File: src/rtl/player_status_manager.sv
// rtl/player_status_manager.sv - per-frame resolution of collision flags into lives, score, power-ups and game-over
module player_status_manager #(
  parameter int INIT_LIVES      = 3,
  parameter int SCORE_PER_ALIEN = 10,
  parameter int MAX_SCORE       = 9999,
  parameter int GOD_FRAMES      = 150,
  parameter int TURBO_FRAMES    = 150,
  parameter int INVULN_FRAMES   = 60
) (
  input  logic        clk,
  input  logic        reset,
  input  logic        startOfFrame,
  input  logic [1:0]  alienHit,
  input  logic        playerHitByAlienPulse,
  input  logic [2:0]  playerHitByRocket,
  input  logic        PlayerHitBy_h_Rocket,
  input  logic        TurboCollision,
  input  logic        GodModeCollision,
  input  logic        aliensReachedBorder,
  output logic [2:0]  lives,
  output logic [15:0] score,
  output logic        godModeActive,
  output logic        turboActive,
  output logic        playerVisible,
  output logic        lifeLostPulse,
  output logic        alienKilledPulse,
  output logic        gameOver
);

  localparam logic [1:0] PLAY      = 2'd0;
  localparam logic [1:0] HIT       = 2'd1;
  localparam logic [1:0] GAME_OVER = 2'd2;

  logic [1:0]  state_q, state_d;
  logic [2:0]  lives_q, lives_d;
  logic [15:0] score_q, score_d;
  logic [7:0]  god_cnt_q, god_cnt_d;
  logic [7:0]  turbo_cnt_q, turbo_cnt_d;
  logic [7:0]  inv_cnt_q, inv_cnt_d;
  logic        visible_q, visible_d;
  logic        life_lost_q, life_lost_d;
  logic        alien_killed_q, alien_killed_d;
  logic [1:0]  hit_a_q, hit_a_d;
  logic        dmg_q, dmg_d;
  logic        turbo_q, turbo_d;
  logic        god_q, god_d;
  logic        border_q, border_d;

  logic        dmg_in;
  logic [1:0]  hit_cnt;
  logic [16:0] score_sum;

  always_comb begin
    dmg_in         = (|playerHitByRocket) | PlayerHitBy_h_Rocket | playerHitByAlienPulse;
    hit_cnt        = {1'b0, hit_a_q[0]} + {1'b0, hit_a_q[1]};
    score_sum      = {1'b0, score_q} + 17'(SCORE_PER_ALIEN) * 17'(hit_cnt);
    state_d        = state_q;
    lives_d        = lives_q;
    score_d        = score_q;
    god_cnt_d      = god_cnt_q;
    turbo_cnt_d    = turbo_cnt_q;
    inv_cnt_d      = inv_cnt_q;
    life_lost_d    = 1'b0;
    alien_killed_d = 1'b0;

    // On a resolution strobe the flags restart from this cycle's collisions only.
    if (startOfFrame) begin
      hit_a_d  = alienHit;
      dmg_d    = dmg_in;
      turbo_d  = TurboCollision;
      god_d    = GodModeCollision;
      border_d = aliensReachedBorder;
    end else begin
      hit_a_d  = hit_a_q | alienHit;
      dmg_d    = dmg_q | dmg_in;
      turbo_d  = turbo_q | TurboCollision;
      god_d    = god_q | GodModeCollision;
      border_d = border_q | aliensReachedBorder;
    end

    if (startOfFrame && state_q != GAME_OVER) begin
      if (border_q) begin
        state_d = GAME_OVER;
      end else begin
        if (state_q == HIT) begin
          inv_cnt_d = inv_cnt_q - 8'd1;
          if (inv_cnt_d == 8'd0) state_d = PLAY;
        end
        if (dmg_q && state_q == PLAY && god_cnt_q == 8'd0) begin
          lives_d     = lives_q - 3'd1;
          life_lost_d = 1'b1;
          if (lives_d == 3'd0) begin
            state_d = GAME_OVER;
          end else begin
            state_d   = HIT;
            inv_cnt_d = 8'(INVULN_FRAMES);
          end
        end
        if (|hit_a_q) begin
          score_d        = (score_sum > 17'(MAX_SCORE)) ? 16'(MAX_SCORE) : score_sum[15:0];
          alien_killed_d = 1'b1;
        end
        if (god_q) god_cnt_d = 8'(GOD_FRAMES);
        else if (god_cnt_q != 8'd0) god_cnt_d = god_cnt_q - 8'd1;
        if (turbo_q) turbo_cnt_d = 8'(TURBO_FRAMES);
        else if (turbo_cnt_q != 8'd0) turbo_cnt_d = turbo_cnt_q - 8'd1;
      end
    end

    if (state_d == GAME_OVER) begin
      god_cnt_d   = 8'd0;
      turbo_cnt_d = 8'd0;
      inv_cnt_d   = 8'd0;
    end

    // Blink: 4 frames on / 4 frames off while invulnerable.
    case (state_d)
      PLAY:    visible_d = 1'b1;
      HIT:     visible_d = ~inv_cnt_d[2];
      default: visible_d = 1'b0;
    endcase
  end

  always_ff @(posedge clk) begin
    if (reset) begin
      state_q        <= PLAY;
      lives_q        <= 3'(INIT_LIVES);
      score_q        <= 16'd0;
      god_cnt_q      <= 8'd0;
      turbo_cnt_q    <= 8'd0;
      inv_cnt_q      <= 8'd0;
      visible_q      <= 1'b1;
      life_lost_q    <= 1'b0;
      alien_killed_q <= 1'b0;
      hit_a_q        <= 2'd0;
      dmg_q          <= 1'b0;
      turbo_q        <= 1'b0;
      god_q          <= 1'b0;
      border_q       <= 1'b0;
    end else begin
      state_q        <= state_d;
      lives_q        <= lives_d;
      score_q        <= score_d;
      god_cnt_q      <= god_cnt_d;
      turbo_cnt_q    <= turbo_cnt_d;
      inv_cnt_q      <= inv_cnt_d;
      visible_q      <= visible_d;
      life_lost_q    <= life_lost_d;
      alien_killed_q <= alien_killed_d;
      hit_a_q        <= hit_a_d;
      dmg_q          <= dmg_d;
      turbo_q        <= turbo_d;
      god_q          <= god_d;
      border_q       <= border_d;
    end
  end

  assign lives            = lives_q;
  assign score            = score_q;
  assign godModeActive    = (god_cnt_q != 8'd0);
  assign turboActive      = (turbo_cnt_q != 8'd0);
  assign playerVisible    = visible_q;
  assign lifeLostPulse    = life_lost_q;
  assign alienKilledPulse = alien_killed_q;
  assign gameOver         = (state_q == GAME_OVER);

endmodule

File: config.mk
export PLATFORM = sky130hd
export DESIGN_NAME = player_status_manager
export DESIGN_NICKNAME = d
export VERILOG_FILES = /design/src/rtl/player_status_manager.sv
export SDC_FILE = /design/constraint.sdc
export NUM_CORES = 1
export LEC_CHECK = 0
export ABC_AREA = 1
export CORE_ASPECT_RATIO = 0.9
export CORE_MARGIN = 2
export CORE_UTILIZATION = 35
export DETAILED_ROUTE_END_ITERATION = 8
export PLACE_DENSITY = 0.67
export SYNTH_ARGS = -nofsm -noshare
export SYNTH_HDL_FRONTEND = slang
export SYNTH_SLANG_ARGS = --single-unit
File: constraint.sdc
create_clock -name clk -period 2.3 [get_ports clk]
set_input_delay 0.23 -clock clk [delete_from_list [all_inputs] [get_ports clk]]
set_output_delay 0.23 -clock clk [all_outputs]
set_load 0.02 [all_outputs]
After elaboration in Yosys (flattened, before gate mapping)
Cells that the tools add are included.
W data, S select, Z words.
- register bits after elaboration: 54
- logic and storage cells: 84
- bits of input ports: 13
- output and inout port bits: 25
- RAM bits: 0
- bits in latches: 0
- memories kept: 0
- memory bits (read-only): 0
- shift operators: 0
- equal/unequal tests: 5
- reduce and logical (&&, ||, !) cells: 21
- $add $sub $neg: 6
- multiply operators: 1
- order comparisons: 1
- muxes and demuxes: 25
- bitwise gates (word level): 10
- divide/modulo/power cells: 0
- operator list (cell ; count):
    $mux W8 ; 7
    $sub A8 B1 Y8 const B ; 3
    $add A16 B6 Y17 ; 1
    $gt A17 B14 Y1 const B ; 1
    $logic_not A8 Y1 ; 2
    $mux W16 ; 1
    $reduce_bool A8 Y1 ; 2
    $mux W2 ; 7
    $reduce_and A3 Y1 ; 4
    $mux W3 ; 3
    $mux W1 ; 6
    $or A1 B1 Y1 ; 6
    $reduce_or A3 Y1 ; 2
    $mul A3 B2 Y5 const A ; 1
    $eq A2 B1 Y1 const B ; 2
    $eq A2 B2 Y1 const B ; 2
    $logic_not A2 Y1 ; 2
    $reduce_bool A2 Y1 ; 2
    $reduce_or A2 Y1 ; 2
    $logic_and A1 B1 Y1 ; 3
    $logic_not A3 Y1 ; 1
    $not A1 Y1 ; 3
    $sub A3 B1 Y3 const B ; 1
    $add A1 B1 Y2 ; 1
    other kinds (4) ; 4

Depth between registers and ports, before layout
Gate-level depths: netlist (run 1).
- depth in word-level cells: 11
- depth in mapped cells: 21
- depth with buffers taken out: 21

Least setup slack after synthesis (run 1)
OpenSTA, ideal clock, no wires.
- path kind: register to register
- from: reg hit_a_q[0]
- to: reg score_q[2] (netlist: score[2])
- setup time: 0.115 ns
- slack: 0.069 ns
- required time: 2.185 ns
- arrival: 2.115 ns
- clock period less this slack: 2.231 ns
- stages on the path, launching flop included: 17
- buffers on the path: 0
- cell sequence: dfxtp_1 -> inv_1 -> ha_1 -> ha_1 -> nand3_1 -> nand2_1 -> inv_1 -> nand2_1 -> nand3_1 -> nand2_1 -> inv_1 -> nor2_1 -> nand3_1 -> a21oi_2 -> nand2_2 -> o21ai_0 -> inv_1
- word-level cells in the longest chain between the ends: 5
- elaborated cells between the ends (all ways): 7
- those cells by class: add/sub: 2; mul: 1; order compare: 1; mux: 1; reduce/logical: 2
- RTL lines (what ; RTL line ; text):
    start, declared ; 43 ; logic [1:0] hit_a_q, hit_a_d;
    start signal, assigned ; 150 ; hit_a_q <= hit_a_d;
    $add A1 B1 Y2 ; 55 ; hit_cnt = {1'b0, hit_a_q[0]} + {1'b0, hit_a_q[1]};
    $mul A3 B2 Y5 ; 56 ; score_sum = {1'b0, score_q} + 17'(SCORE_PER_ALIEN) * 17'(hit_cnt);
    $add A16 B6 Y17 ; 56 ;
    $gt A17 B14 Y1 ; 100 ; score_d = (score_sum > 17'(MAX_SCORE)) ? 16'(MAX_SCORE) : score_sum[15:0];
    $mux W16 ; 100 ;
    end signal, assigned ; 143 ; score_q <= score_d;
    end, declared ; 36 ; logic [15:0] score_q, score_d;
Parallel ways exist; a longest one is shown, timed or not.
A chain may end at the register's enable or synchronous reset.

Worst setup path in the final report (run 1)
- from: reg hit_a_q[0]
- to: reg score_q[13] (netlist: score[13])
The elaborated chain is that of the path after synthesis.

==> results of run 1 <==
==> per-stage QoR <==
| stage | setup WS (ns) | setup TNS [ns] | total power, mW | std cells |
|---|---|---|---|---|
| 6_report | -0.117 | -1.08 | 3.16 | 677 |
| 5_1_grt | -0.281 | -3.44 | 3.38 | 677 |
| 4_1_cts | -0.0332 | -0.150 | 3.11 | 670 |
| 3_5_place_dp | -0.248 | -2.61 | 2.43 | 657 |
| 3_3_place_gp | -0.148 | -1.51 | 2.40 | 657 |
| 2_1_floorplan | 0.0693 | 0 | 2.09 | 478 |
==> where the power goes <==
part | switching, mW | leakage (nW) | internal, mW
clock network | 0.324 | 0.0504 | 0.324
logic | 0.789 | 1.44 | 0.600
registers | 0.0922 | 0.442 | 1.03
total | 1.21 | 1.94 | 1.96
==> layout make-up <==
cell class	instances	area (um2)
fill	938	5070
multi-input combinational	327	2160
sequential	54	1090
timing repair buffer	73	682
inverter	89	342
tap	126	158
clock buffer	5	68.8
clock inverter	3	45.0
==> cells in the mapped netlist (all sizes together) <==
| cell type | count | area share [%] |
|---|---|---|
| clkbuf | 2 | 0.22 |
| xor2 | 14 | 3.6 |
| nor4 | 2 | 0.36 |
| or2 | 6 | 1.1 |
| a41oi | 3 | 0.76 |
| nand3b | 2 | 0.44 |
| a221oi | 1 | 0.25 |
| a211oi | 1 | 0.22 |
| clkinv | 1 | 0.25 |
| nand3 | 30 | 4.5 |
| nand4 | 7 | 1.9 |
| inv | 88 | 9.6 |
| dfxtp | 54 | 31 |
| nand2 | 95 | 11 |
| o211ai | 2 | 0.44 |
| and2 | 1 | 0.18 |
| xnor2 | 1 | 0.25 |
| o21ai | 31 | 5.2 |
| a31oi | 2 | 0.36 |
| o21bai | 2 | 0.44 |
| buf | 6 | 1.8 |
| mux2i | 1 | 0.29 |
| nor2 | 77 | 14 |
| a21oi | 26 | 3.9 |
| nor3 | 11 | 2.5 |
| ha | 12 | 4.4 |
==> state kept, by name, indices dropped and copies added (netlist names), 2 cells and up <==
| name | cells |
|---|---|
| state_q | 2 |
| hit_a_q | 2 |
| inv_cnt_q | 8 |
| score | 16 |
| turbo_cnt_q | 8 |
| lives | 3 |
| god_cnt_q | 8 |
==> what timing repair did <==
item / CTS / global route
setup buffers: 5 / 7
gates resized for setup: 19 / 44
setup endpoints to repair: 14 / 40
pin swaps: 9 / 29
==> final timing paths <==
kind | depth (start not counted) | to | slack [ns] | startpoint
setup reg to reg | 15 | score[13] | -0.12 | hit_a_q[0]
setup / recovery | 15 | score[13] | -0.12 | hit_a_q[0]
hold / removal | 2 | score[0] | 0.48 | score[0]
hold reg to reg | 2 | score[0] | 0.48 | score[0]
==> logic make-up after synthesis <==
kind of cell | after synthesis | synth area share, %
DFF | 54 | 31.5
adders and majority gates | 12 | 4.37
buffers and inverters | 97 | 11.9
AOI/OAI and AO/OA | 68 | 11.5
and+or+nand+nor | 231 | 36.6
xor gates and xnor gates | 15 | 3.82
muxes | 1 | 0.291
==> worst reg2reg max path: stages, from the launching register on <==
cell,delay (ns)
dfxtp_4,0.39
inv_4,0.04
ha_4,0.26
ha_4,0.31
inv_2,0.04
nor2_1,0.12
nand4_1,0.20
nand2_2,0.13
nand2_2,0.08
nor2_4,0.10
xor2_2,0.20
buf_4,0.14
buf_4,0.09
buf_4,0.08
nor2_1,0.03
a21oi_1,0.14
==> layer usage <==
layer / vias up / routed length, um / GRT usage, %
met1: 1501 / 3990 / 22.1
met4: 0 / 79 / 3.85
met3: 7 / 349 / 2.60
li1: 1644 / - / -
met5: - / 0 / 0
met2: 52 / 4030 / 25.5
==> flow_summary.toml, run 1 <==
[timing]
hold_violations = 0
tightest_slew_ns = 0.472
timing.fmax_ghz = 0.414
hold_ws_ns = 0.477
grt_setup_unrepaired = "yes"
setup_viol = 14
fin_crit_sh_pct = 105
relSlewSlack_pct = 68.3
skew_ns = 0.00989
fin_crit_ns = 2.42
setup_slack_ns = -0.117
slew_violations = 0

[floorplanning]
die-area_um2 = 10600
die_y_um = 98.0
rows = 34
io_pins = 38
initial_core_util_pct = 35.7
core_area_um2 = 9610
die_x_um = 108

[worst_setup_path]
max_stage_delay_ns = 0.39
critPathBufInv = 5
crit_family = "simple AND/OR/NAND/NOR gates"
crit_path_start_kind = "flop"
worstPathArrival_ns = 2.66
cp_max_fo = 4
crit_path_end_kind = "flop"
cp_slowest_cell = "dfxtp_4"
crit_type = "reg2reg"
required_ns = 2.54
cp_common_cell = "buf_4"
path_cells = "inv_4 > ha_4 > ha_4 > inv_2 > nor2_1 > nand4_1 > nand2_2 > nand2_2 > nor2_4 > xor2_2 > buf_4 > buf_4 > buf_4 > nor2_1 > a21oi_1"

[grt]
grtUsageTotal_pct = 15.8
grt-ovfl-total = 0
antenna_found_initial = 0
grt_start_max_net_pins = 18
grt_pass1_wl_um = 13700
grt_pass1_vias = 3022

[route]
vias = 3204
dr.pass1.iters = 4
drc_errors = 0
drt_wl_total_um = 8460
drt_iter0_markers = 189
wire_per_inst_um = 12.5
via_per_inst = 4.73
final_antenna_net_count = 0

[clock_tree]
clock_sinks = 54
cts.hold.buffers_added = 0
insertion_delay_ns = 0.31
cts_tree = "built"
clkTransAtPathRegs_ns = 0.11
clk_path_buf_depth = 2
root_buffer = "clkbuf_8"
htree_levels = 2
cts_buffers = 5

[final_layout]
layout_common_cells = "inv_1, nand2_1, dfxtp_1, nor2_1, clkdlybuf4s50_1"
layout_commonest_cell = "inv_1"
drive_above_1_share_pct = 26.1
area_growth_pct = 32.3
antenna_cells = 0
final_nets = 575
final_util_pct = 47.3
fin_area_um2 = 4550

[worst_hold_path]
hp-class = "reg2reg"

[synthesis]
syn_area_um2 = 3440
netlist_instances = 478
synthesis.nets = 503
ys_seq_elements = 54
synth.avg_cell_area_um2 = 7.19
yosys_warnings = 0
ys_types = 44
ys_seq_area_share_pct = 31.5

[pwr]
vdd_drop_max_v = 0.000326
p_leak_nw = 1.94
cellPowerDensity_nw_per_um2 = 696

[placement]
io_buffer_count = 37
dp_hpwl_um = 6200
place_area_um2 = 4110
gp_congestion = 0.906

[status]
violations = "setup timing"
outcome = "complete, but fails checks"

[job]
drv_cap = 0
No activity file was read; power rests on OpenSTA's default activity.
==> inputs of run 2 (changes only) <==
--- a/constraint.sdc
+++ b/constraint.sdc
@@ -3,2 +3,2 @@
 set_output_delay 0.23 -clock clk [all_outputs]
-set_load 0.02 [all_outputs]
+set_load 0.01 [all_outputs]
==> run 2 against run 1 <==
  * The run still ends with setup timing left
  * First-iteration DRC count decreased by 6.3%
  * Worst hold slack about the same
  * Cell count decreased by 0.15%
  * Die area unchanged
  * Sequential share of layout area about the same
  * Wire length decreased by 0.19%
  * Critical path type unchanged
==> flow_summary.toml, run 2 (synthesis results as in run 1) <==
[status]
outcome = "complete, but fails checks"
violations = "setup timing"

[worst_setup_path]
required_ns = 2.55
crit_path_end_kind = "flop"
crit_path_start_kind = "flop"
path_cells = "inv_4 > ha_4 > ha_4 > nand3_2 > nand2_1 > inv_2 > nand2_4 > nand2_1 > nand2_1 > nand2_1 > nand2_1 > nand3_1 > nand3_1 > nand2_1 > nand2_2 > nand2_4 > nand2_4 > nand2_4 > nor2_1"
crit_type = "reg2reg"
critPathBufInv = 2
max_stage_delay_ns = 0.39
worstPathArrival_ns = 2.67
cp_common_cell = "nand2_1"
cp_max_fo = 5
cp_slowest_cell = "dfxtp_4"
crit_family = "simple AND/OR/NAND/NOR gates"
ff2ff_setup_slack_ns = -0.12

[grt]
grt_pass1_vias = 3022
grt-ovfl-total = 0
antenna_found_initial = 0
grt_pass1_wl_um = 13700
grtUsageTotal_pct = 15.8
grt_start_max_net_pins = 18

[timing]
hold_violations = 0
hold_ws_ns = 0.478
slew_violations = 0
timing.fmax_ghz = 0.413
setup_slack_ns = -0.123
skew_ns = 0.0103
fin_crit_ns = 2.42
setup_viol = 14
grt_setup_unrepaired = "yes"
relSlewSlack_pct = 68.2
fin_crit_sh_pct = 105
fin_setup_tns_ns = -1.20
tightest_slew_ns = 0.473

[placement]
dpl.cell_count = 657
dp_hpwl_um = 6200
post-place-ws_ns = -0.248
gp_congestion = 0.906
io_buffer_count = 37

[clock_tree]
insertion_delay_ns = 0.31
root_buffer = "clkbuf_8"
clk_path_buf_depth = 2
clkTransAtPathRegs_ns = 0.11
cts_tree = "built"
cts_buffers = 5
htree_levels = 2
cts.hold.buffers_added = 0
clock_sinks = 54

[final_layout]
layout_common_cells = "inv_1, nand2_1, dfxtp_1, nor2_1, clkdlybuf4s50_1"
area_growth_pct = 32.1
antenna_cells = 0
final_nets = 574
largest_reg_flops = 16
stdcell_count = 676
layout_commonest_cell = "inv_1"
drive_above_1_share_pct = 26.0
num-fill-cells = 938

[route]
drt_wl_total_um = 8440
drt_iter0_markers = 177
via_per_inst = 4.73
dr.pass1.iters = 5
drc_errors = 0
final_antenna_net_count = 0
vias = 3198
wire_per_inst_um = 12.5

[floorplanning]
die-area_um2 = 10600
die_y_um = 98.0
io_pins = 38
die_x_um = 108
initial_core_util_pct = 35.7
rows = 34
core_area_um2 = 9610

[pwr]
p_leak_nw = 1.93
vdd_drop_max_v = 0.000326
finalPower_mw = 3.10
cellPowerDensity_nw_per_um2 = 683

[worst_hold_path]
hp-class = "reg2reg"

[job]
drv_cap = 0
-- run 2: cell count changes in the layout (fill, tap and decap cells not counted), sizes merged --
| cell | change |
|---|---|
| buf | -1 |
-- run 2: layer usage --
layer	wire length (um)	share of wire [%]	global-route usage (%)
met5	0	0	0
met4	79	0.94	3.85
met3	366	4.3	2.60
met2	4050	48	25.5
met1	3950	47	22.1
-- run 2: repair_timing --
| action | in CTS | in global routing |
|---|---|---|
| pin swaps | 9 | 29 |
| gates cloned | 0 | 0 |
| hold endpoints to repair | 0 | 0 |
| setup endpoints to repair | 14 | 39 |
| resized for setup | 19 | 44 |
| setup buffers | 5 | 6 |
-- run 2: through the flow --
stage	utilization, %	area, um2
2_1_floorplan	-	3440
3_3_place_gp	42.8	4110
3_5_place_dp	42.8	4110
4_1_cts	45.2	4340
5_1_grt	47.2	4540
6_report	47.2	4540
-- run 2: path summary, 6_finish.rpt --
check	to	startpoint	depth (start not counted)
hold / removal	score[0]	score[0]	2
setup reg to reg	score[12]	hit_a_q[0]	19
hold reg to reg	score[0]	score[0]	2
setup / recovery	score[12]	hit_a_q[0]	19
-- run 2: area by class of cell --
cell class | count | area [um2] | share of cell area, %
clock buffers | 5 | 68.8 | 1.52
clock inverters | 3 | 45.0 | 0.992
inverters | 89 | 342 | 7.52
multi-input cells | 327 | 2160 | 47.7
flip-flops and latches | 54 | 1090 | 24.0
well taps | 126 | 158 | 3.47
repair buffers | 72 | 674 | 14.9
-- run 2: worst reg2reg max path, stage by stage (launching register included) --
cell and delay (ns):
dfxtp_4 0.39, inv_4 0.04, ha_4 0.26, ha_4 0.31
nand3_2 0.07, nand2_1 0.09, inv_2 0.05, nand2_4 0.08
nand2_1 0.10, nand2_1 0.11, nand2_1 0.06, nand2_1 0.08
nand3_1 0.09, nand3_1 0.11, nand2_1 0.08, nand2_2 0.10
nand2_4 0.07, nand2_4 0.11, nand2_4 0.08, nor2_1 0.10
-- run 2: power breakdown --
part           switching [mW]  leakage [nW]  internal (mW)
Clock                   0.324        0.0504          0.324
Sequential             0.0919         0.442           1.03
Combinational           0.747          1.44          0.583
Total                    1.16          1.93           1.94
